--- src/rtl/pipe_skid_stage_pkg.sv ---
// Shared definitions for the elastic pipeline stage and its helpers.
//   DEF_PC_W / DEF_INSTR_W / DEF_CNT_W : default payload and counter widths
//   DEF_NOP_INSTR                       : instruction presented when the stage is empty
//   ST_EMPTY / ST_ONE / ST_FULL         : stage occupancy encoding as {main_v, skid_v}
package pipe_skid_stage_pkg;

    localparam int unsigned DEF_PC_W    = 32;
    localparam int unsigned DEF_INSTR_W = 32;
    localparam int unsigned DEF_CNT_W   = 16;

    localparam logic [DEF_INSTR_W-1:0] DEF_NOP_INSTR = '0;

    // {main_v, skid_v}; 2'b01 is never reached
    localparam logic [1:0] ST_EMPTY = 2'b00;
    localparam logic [1:0] ST_ONE   = 2'b10;
    localparam logic [1:0] ST_FULL  = 2'b11;

endpackage

--- src/rtl/pipe_skid_stage_sat_counter.sv ---
// Saturating up-counter for performance statistics.
//   clk : clock
//   rst : synchronous active-low reset, clears the count
//   inc : add one this cycle (ignored once all-ones)
//   cnt : current count
module pipe_skid_stage_sat_counter
    import pipe_skid_stage_pkg::*;
#(
    parameter int unsigned CNT_W = DEF_CNT_W
) (
    input  logic             clk,
    input  logic             rst,
    input  logic             inc,
    output logic [CNT_W-1:0] cnt
);

    logic [CNT_W-1:0] cnt_q, cnt_d;

    always_comb begin
        cnt_d = cnt_q;
        if (inc && (cnt_q != {CNT_W{1'b1}})) begin
            cnt_d = cnt_q + CNT_W'(1);
        end
    end

    always_ff @(posedge clk) begin
        if (!rst) begin
            cnt_q <= '0;
        end else begin
            cnt_q <= cnt_d;
        end
    end

    assign cnt = cnt_q;

endmodule

--- src/rtl/pipe_skid_stage.sv ---
// Two-entry elastic pipeline stage carrying a pc/instruction pair.
//   clk, rst            : clock; synchronous active-low reset
//   flush               : drop every held entry this cycle
//   in_valid/in_ready   : upstream handshake; in_ready is a pure flop output
//   in_pc/in_instr      : upstream payload
//   out_valid/out_ready : downstream handshake
//   out_pc/out_instr    : payload straight from the main register
//   xfer_cnt            : saturating count of completed output transfers
module pipe_skid_stage
    import pipe_skid_stage_pkg::*;
#(
    parameter int unsigned           PC_W      = DEF_PC_W,
    parameter int unsigned           INSTR_W   = DEF_INSTR_W,
    parameter logic [INSTR_W-1:0]    NOP_INSTR = INSTR_W'(DEF_NOP_INSTR),
    parameter int unsigned           CNT_W     = DEF_CNT_W
) (
    input  logic               clk,
    input  logic               rst,
    input  logic               flush,
    input  logic               in_valid,
    output logic               in_ready,
    input  logic [PC_W-1:0]    in_pc,
    input  logic [INSTR_W-1:0] in_instr,
    output logic               out_valid,
    input  logic               out_ready,
    output logic [PC_W-1:0]    out_pc,
    output logic [INSTR_W-1:0] out_instr,
    output logic [CNT_W-1:0]   xfer_cnt
);

    logic               main_v_q, main_v_d;
    logic               skid_v_q, skid_v_d;
    logic [PC_W-1:0]    main_pc_q, main_pc_d;
    logic [INSTR_W-1:0] main_instr_q, main_instr_d;
    logic [PC_W-1:0]    skid_pc_q, skid_pc_d;
    logic [INSTR_W-1:0] skid_instr_q, skid_instr_d;

    logic in_fire, out_fire;

    assign in_ready  = ~skid_v_q;
    assign out_valid = main_v_q;
    assign out_pc    = main_pc_q;
    assign out_instr = main_instr_q;

    assign in_fire  = in_valid & ~skid_v_q;
    assign out_fire = main_v_q & out_ready;

    always_comb begin
        main_v_d     = main_v_q;
        skid_v_d     = skid_v_q;
        main_pc_d    = main_pc_q;
        main_instr_d = main_instr_q;
        skid_pc_d    = skid_pc_q;
        skid_instr_d = skid_instr_q;

        if (flush) begin
            main_v_d     = 1'b0;
            skid_v_d     = 1'b0;
            main_pc_d    = '0;
            main_instr_d = NOP_INSTR;
        end else begin
            case ({main_v_q, skid_v_q})
                ST_EMPTY: begin
                    if (in_fire) begin
                        main_v_d     = 1'b1;
                        main_pc_d    = in_pc;
                        main_instr_d = in_instr;
                    end
                end
                ST_ONE: begin
                    if (in_fire && out_fire) begin
                        main_pc_d    = in_pc;
                        main_instr_d = in_instr;
                    end else if (in_fire) begin
                        // Downstream stalled: park the new entry behind main
                        skid_v_d     = 1'b1;
                        skid_pc_d    = in_pc;
                        skid_instr_d = in_instr;
                    end else if (out_fire) begin
                        main_v_d     = 1'b0;
                        main_pc_d    = '0;
                        main_instr_d = NOP_INSTR;
                    end
                end
                ST_FULL: begin
                    if (out_fire) begin
                        skid_v_d     = 1'b0;
                        main_pc_d    = skid_pc_q;
                        main_instr_d = skid_instr_q;
                    end
                end
                default: begin
                    // Unreachable encoding: recover to empty
                    main_v_d     = 1'b0;
                    skid_v_d     = 1'b0;
                    main_pc_d    = '0;
                    main_instr_d = NOP_INSTR;
                end
            endcase
        end
    end

    always_ff @(posedge clk) begin
        if (!rst) begin
            main_v_q     <= 1'b0;
            skid_v_q     <= 1'b0;
            main_pc_q    <= '0;
            main_instr_q <= NOP_INSTR;
            skid_pc_q    <= '0;
            skid_instr_q <= NOP_INSTR;
        end else begin
            main_v_q     <= main_v_d;
            skid_v_q     <= skid_v_d;
            main_pc_q    <= main_pc_d;
            main_instr_q <= main_instr_d;
            skid_pc_q    <= skid_pc_d;
            skid_instr_q <= skid_instr_d;
        end
    end

    // A transfer completing during flush still counts: downstream took it
    pipe_skid_stage_sat_counter #(
        .CNT_W(CNT_W)
    ) u_xfer_cnt (
        .clk(clk),
        .rst(rst),
        .inc(out_fire),
        .cnt(xfer_cnt)
    );

endmodule

--- config.mk ---
export PLATFORM = sky130hd
export DESIGN_NAME = pipe_skid_stage
export DESIGN_NICKNAME = d
export VERILOG_FILES = /design/src/rtl/pipe_skid_stage_pkg.sv /design/src/rtl/pipe_skid_stage_sat_counter.sv /design/src/rtl/pipe_skid_stage.sv
export SDC_FILE = /design/constraint.sdc
export NUM_CORES = 1
export LEC_CHECK = 0
export CORE_MARGIN = 4
export CORE_UTILIZATION = 52
export CTS_BUF_LIST = sky130_fd_sc_hd__clkbuf_4 sky130_fd_sc_hd__clkbuf_8
export DETAILED_ROUTE_END_ITERATION = 16
export GPL_TIMING_DRIVEN = 0
export PLACE_DENSITY = 0.8
export SETUP_SLACK_MARGIN = 0.3
export SLEW_MARGIN = 20
export SYNTH_ARGS = -nofsm -noshare
export SYNTH_HDL_FRONTEND = slang
export SYNTH_SLANG_ARGS = --single-unit
--- constraint.sdc ---
create_clock -name clk -period 2.2 [get_ports clk]
set_clock_uncertainty 0.2 [all_clocks]
set_input_delay 0.33 -clock clk [delete_from_list [all_inputs] [get_ports clk]]
set_output_delay 0.33 -clock clk [all_outputs]
set_load 0.05 [all_outputs]
==> Word level (Yosys, flattened, before mapping) <==
Index checks and enable logic that the tools add are counted.
{ "op_classes": {"add_sub_neg": 1, "multipliers": 0, "div_mod_pow": 0, "magnitude_cmp": 0, "n_eq_ne": 11, "shift": 0, "n_mux": 17, "bitwise": 8, "reduce_logical": 8} }
{ "ops": {"columns": ["op", "count"], "rows": [
  ["32-bit two-way mux", 8],
  ["32-bit case mux with 3 select lines", 2],
  ["16-bit by 1-bit adder with 16-bit output, second input constant", 1],
  ["16-bit != test, second input constant", 1],
  ["2-bit != test, second input constant", 6],
  ["4-bit AND reduction", 3],
  ["3-bit != test, second input constant", 2],
  ["1-bit inverter", 6],
  ["1-bit case mux with 3 select lines", 2],
  ["1-bit two-way mux", 5],
  ["5-bit AND reduction", 1],
  ["2-bit equality test, second input constant", 2],
  ["1-bit AND", 2],
  ["1-bit logical AND", 2],
  ["2-bit zero test", 1],
  ["2-bit OR reduction", 1]
]} }
{ "totals": {"register_bits": 146, "latchBits": 0, "ram_bits": 0, "romBits": 0, "inputBits": 69, "out_inout_bits": 82, "elab_cells": 52, "mem_count": 0} }

==> Longest topological paths before layout <==
{ "depth": {"ltp_word": 5, "mapped_depth": 7, "depth_no_buf": 5} }

==> Hierarchy <==
A second synthesis with hierarchy kept.
{ "unflattened": {"cells_unflattened": 682, "hier_area_um2": 6127.1} }
{ "by_module_without_submodules": {"columns": ["module", "n_inst", "cells_per_inst", "area_per_inst_um2", "seq_area_each_um2"], "rows": [
  ["pipe_skid_stage", 1, 585, 5290.1, 2602.5],
  ["pipe_skid_stage_sat_counter", 1, 97, 837.1, 320.3]
]} }

==> Least setup slack after synthesis <==
No wires, ideal clock.
{ "synth_timing": {"path_kind": "register -> register", "startpoint": "reg u_xfer_cnt.cnt_q[0] (netlist: u_xfer_cnt.cnt[0])", "endpoint": "reg u_xfer_cnt.cnt_q[1] (netlist: u_xfer_cnt.cnt[1])", "setup_ns": 0.128, "arrival_time_ns": 1.898, "t_required_ns": 1.872, "path_slack_ns": -0.026, "path_stages_with_launch": 6, "n_path_buf": 0, "synth_period_minus_slack_ns": 2.226, "path_cell_list": "dfxtp_1 -> ha_1 -> nand3_2 -> o41ai_4 -> mux2i_1 -> nor2_1"} }
{ "synth_between": {"elab_chain_len": 2, "elab_cells_between_ends": 3, "classes_between": "add/sub (1); eq/ne (1); reduce/logical (1)"} }
{ "synth_lines": {"columns": ["item", "line_no", "rtl"], "rows": [
  ["start, declared", "pipe_skid_stage_sat_counter.sv:17", "logic [CNT_W-1:0] cnt_q, cnt_d;"],
  ["start signal, assigned", "pipe_skid_stage_sat_counter.sv:30", "cnt_q <= cnt_d;"],
  ["branches (longest 2 deep; another with 16-bit by 1-bit adder with 16-bit output)", null, null]
]} }
Several ways; the timed one is not identified.
A chain may end at the register's enable or synchronous reset.

==> Worst setup path after layout <==
{ "layout_timing": {"startpoint": "reg skid_v_q", "endpoint": "out in_ready"} }
{ "layout_between": {"elab_chain_len": 1} }
{ "layout_lines": {"columns": ["item", "line_no", "rtl"], "rows": [
  ["start, declared", "pipe_skid_stage.sv:32", "logic skid_v_q, skid_v_d;"],
  ["start signal, assigned", "pipe_skid_stage.sv:113", "skid_v_q <= skid_v_d;"],
  ["1-bit inverter", "pipe_skid_stage.sv:40", "assign in_ready = ~skid_v_q;"],
  ["end, declared", "pipe_skid_stage.sv:21", "output logic in_ready,"]
]} }
No other way between the ends.

==> flow_summary.json <==
{
  "initial_core_util": 0.531,
  "layout_setup_ws_ps": 247,
  "post_drt_wl_per_cell_um": 15.9,
  "fin_hold_ws_ps": 255,
  "endpoint_kind": "output port",
  "coreArea_um2": 12000,
  "ys_warn_count": 0,
  "cts-root-buf": "clkbuf_8",
  "clock-sinks": 146,
  "clockBufferDepth": 2,
  "ant_nets": 0,
  "vias": 6451,
  "avgViaCountPerCell": 5.55,
  "drt_wl_total_mm": 18.5,
  "synthArstFlopShare": 0,
  "crit_type": "register to output port",
  "use_met1": 0.354,
  "port_buffers": 150,
  "grt_setup_unrepaired": "true",
  "placed_area_um2": 8090,
  "hold_path.class": "input pin to register",
  "powerDensity_nw_per_um2": 636,
  "netlist_area_um2": 6380,
  "setup_viol": 0,
  "avgSynthCellArea_um2": 7.82,
  "grt_start_max_net_pins": 17,
  "nets": 1073,
  "grt_pass1_vias": 5904,
  "cp.required_ps": 1670,
  "grt_pass1_wl_mm": 29.4,
  "antennaDiodeCount": 0,
  "crit_arrival_ps": 1420,
  "worst_pin_slew_ps": 569,
  "drc": 0,
  "antenna_found_initial": 0,
  "grt_overflow": 0,
  "dp_hpwl_mm": 12.6,
  "htreeDepth": 4,
  "syn_inst": 816,
  "maxSlewViolCount": 0,
  "status": "completed",
  "rows": 40,
  "slew_headroom": 0.620,
  "area_growth_pct": 36.3,
  "fin_crit_sh": 0.888,
  "crit_path_start_kind": "register",
  "peakVddDrop_mv": 0.469,
  "cts_tree": "yes",
  "maxCapViolations": 0,
  "grtUsageMet3": 0.0675,
  "finalCriticalPeriod_ps": 1950,
  "synth_area_leaders": "dfxtp_1 46%, nand2_1 7.9%, o31ai_1 7.9%",
  "first_pass_iters": 6,
  "synth_seq_area_share": 0.458,
  "p_leak_nw": 3.46,
  "die-area_um2": 14100,
  "synth.distinct_cells": 35,
  "drt-initial-drc-count": 630,
  "cts_made_buffers": 17,
  "clk_pin_slew_ps": 70,
  "synth.most_common_cell": "dfxtp_1",
  "grt_use_met2": 0.394,
  "yosys_register_bits": 146,
  "clk_latency_ps": 450,
  "gp_congestion": 0.821,
  "ys.flop_type": "dfxtp_1",
  "die_h_um": 119,
  "synth_edf_count": 0,
  "synth_nets": 886,
  "busiest_layer": "met2",
  "grt_use_total": 0.257,
  "hold_violations": 0,
  "fmax_ghz": 0.512,
  "path_max_fanout": 10,
  "netlist.area_leader.share": 0.458,
  "synth_top_cells_by_count": "146 x dfxtp_1, 134 x nand2_1, 76 x a21oi_1",
  "drive_above_1_share": 0.161,
  "fin_area_um2": 8690,
  "place_ws_ps": -496,
  "cts.hold.buffers_added": 0,
  "yosysTopAreaCell": "dfxtp_1",
  "die_w_um": 119,
  "io_pins": 151
}
[layout make-up]
class / instances / area, um2
sequential: 146 / 2950
clock buffer: 25 / 294
multi-input combinational: 532 / 2970
buffer: 70 / 425
fill: 975 / 3320
inverter: 68 / 255
tap: 147 / 184
clock inverter: 7 / 85.1
timing repair buffer: 168 / 1530
[cells in the final DEF (no fill, tap or decap), types with 18 or more instances in the layout]
cell type and n:
o31ai_1 67, inv_1 67, nor2_1 70, clkdlybuf4s15_1 29
nand3_1 67, clkdlybuf4s50_1 68, dfxtp_1 129, clkbuf_1 18
clkbuf_2 35, dlygate4sd2_1 21, nand2_1 134, a22oi_1 64
a21oi_1 76, buf_4 23
[layer usage]
layer / part of all wire / wire (um)
met5: 0 / 0
met4: 0.015 / 271
met3: 0.067 / 1240
met2: 0.46 / 8570
met1: 0.45 / 8370
[cells by family (layout without fill, tap and decap cells)]
| logic type | Yosys count | count (layout) | share of synthesized area |
|---|---|---|---|
| compound gates | 224 | 224 | 0.235 |
| xor+xnor | 2 | 2 | 0.00275 |
| fa+ha+maj | 1 | 1 | 0.00196 |
| buf+inv | 138 | 338 | 0.0873 |
| flops | 146 | 146 | 0.458 |
| mux | 1 | 1 | 0.00157 |
| simple gates | 304 | 304 | 0.213 |
[metrics by stage]
step                cells  utilization  total power [mW]  TNS (ps)
floorplan             816            -              3.21         0
global placement     1113        0.674              3.52    -21800
detailed placement   1113        0.674              3.53    -24430
CTS                  1152        0.712              5.53         0
global route         1163        0.724              5.73         0
finish               1163        0.724              5.53         0
[worst max-delay path: stages (launching register included)]
cell and delay (ps):
dfxtp_1 300, buf_4 160, buf_8 130, buf_6 130, inv_1 50, buf_4 180
[registers in the layout (all words and copies together), names as in the netlist]
name            cells
skid_v_q            1
skid_instr_q       32
skid_pc_q          32
u_xfer_cnt.cnt     16
out_valid           1
out_pc             32
out_instr          32
[path summary, 6_finish.rpt]
check / from / endpoint / slack, ps / cells past startpoint
worst max-delay path: skid_v_q / in_ready / 250 / 5
worst min register to register: skid_instr_q[17] / skid_instr_q[17] / 260 / 2
worst min-delay path: in_instr[28] / skid_instr_q[28] / 260 / 3
worst max register to register: u_xfer_cnt.cnt[0] / u_xfer_cnt.cnt[15] / 340 / 6
[repair_timing]
| action | CTS | global route |
|---|---|---|
| pin swaps | 4 | 7 |
| endpoints found under the setup margin | 209 | 182 |
| gates resized for setup | 148 | 117 |
| setup buffers | 7 | 11 |
[power by group]
part           switching (mW)  internal, mW
sequential             0.0288          2.69
combinational           0.462         0.304
clock                   0.950          1.10
No activity file was read; power rests on OpenSTA's default activity.
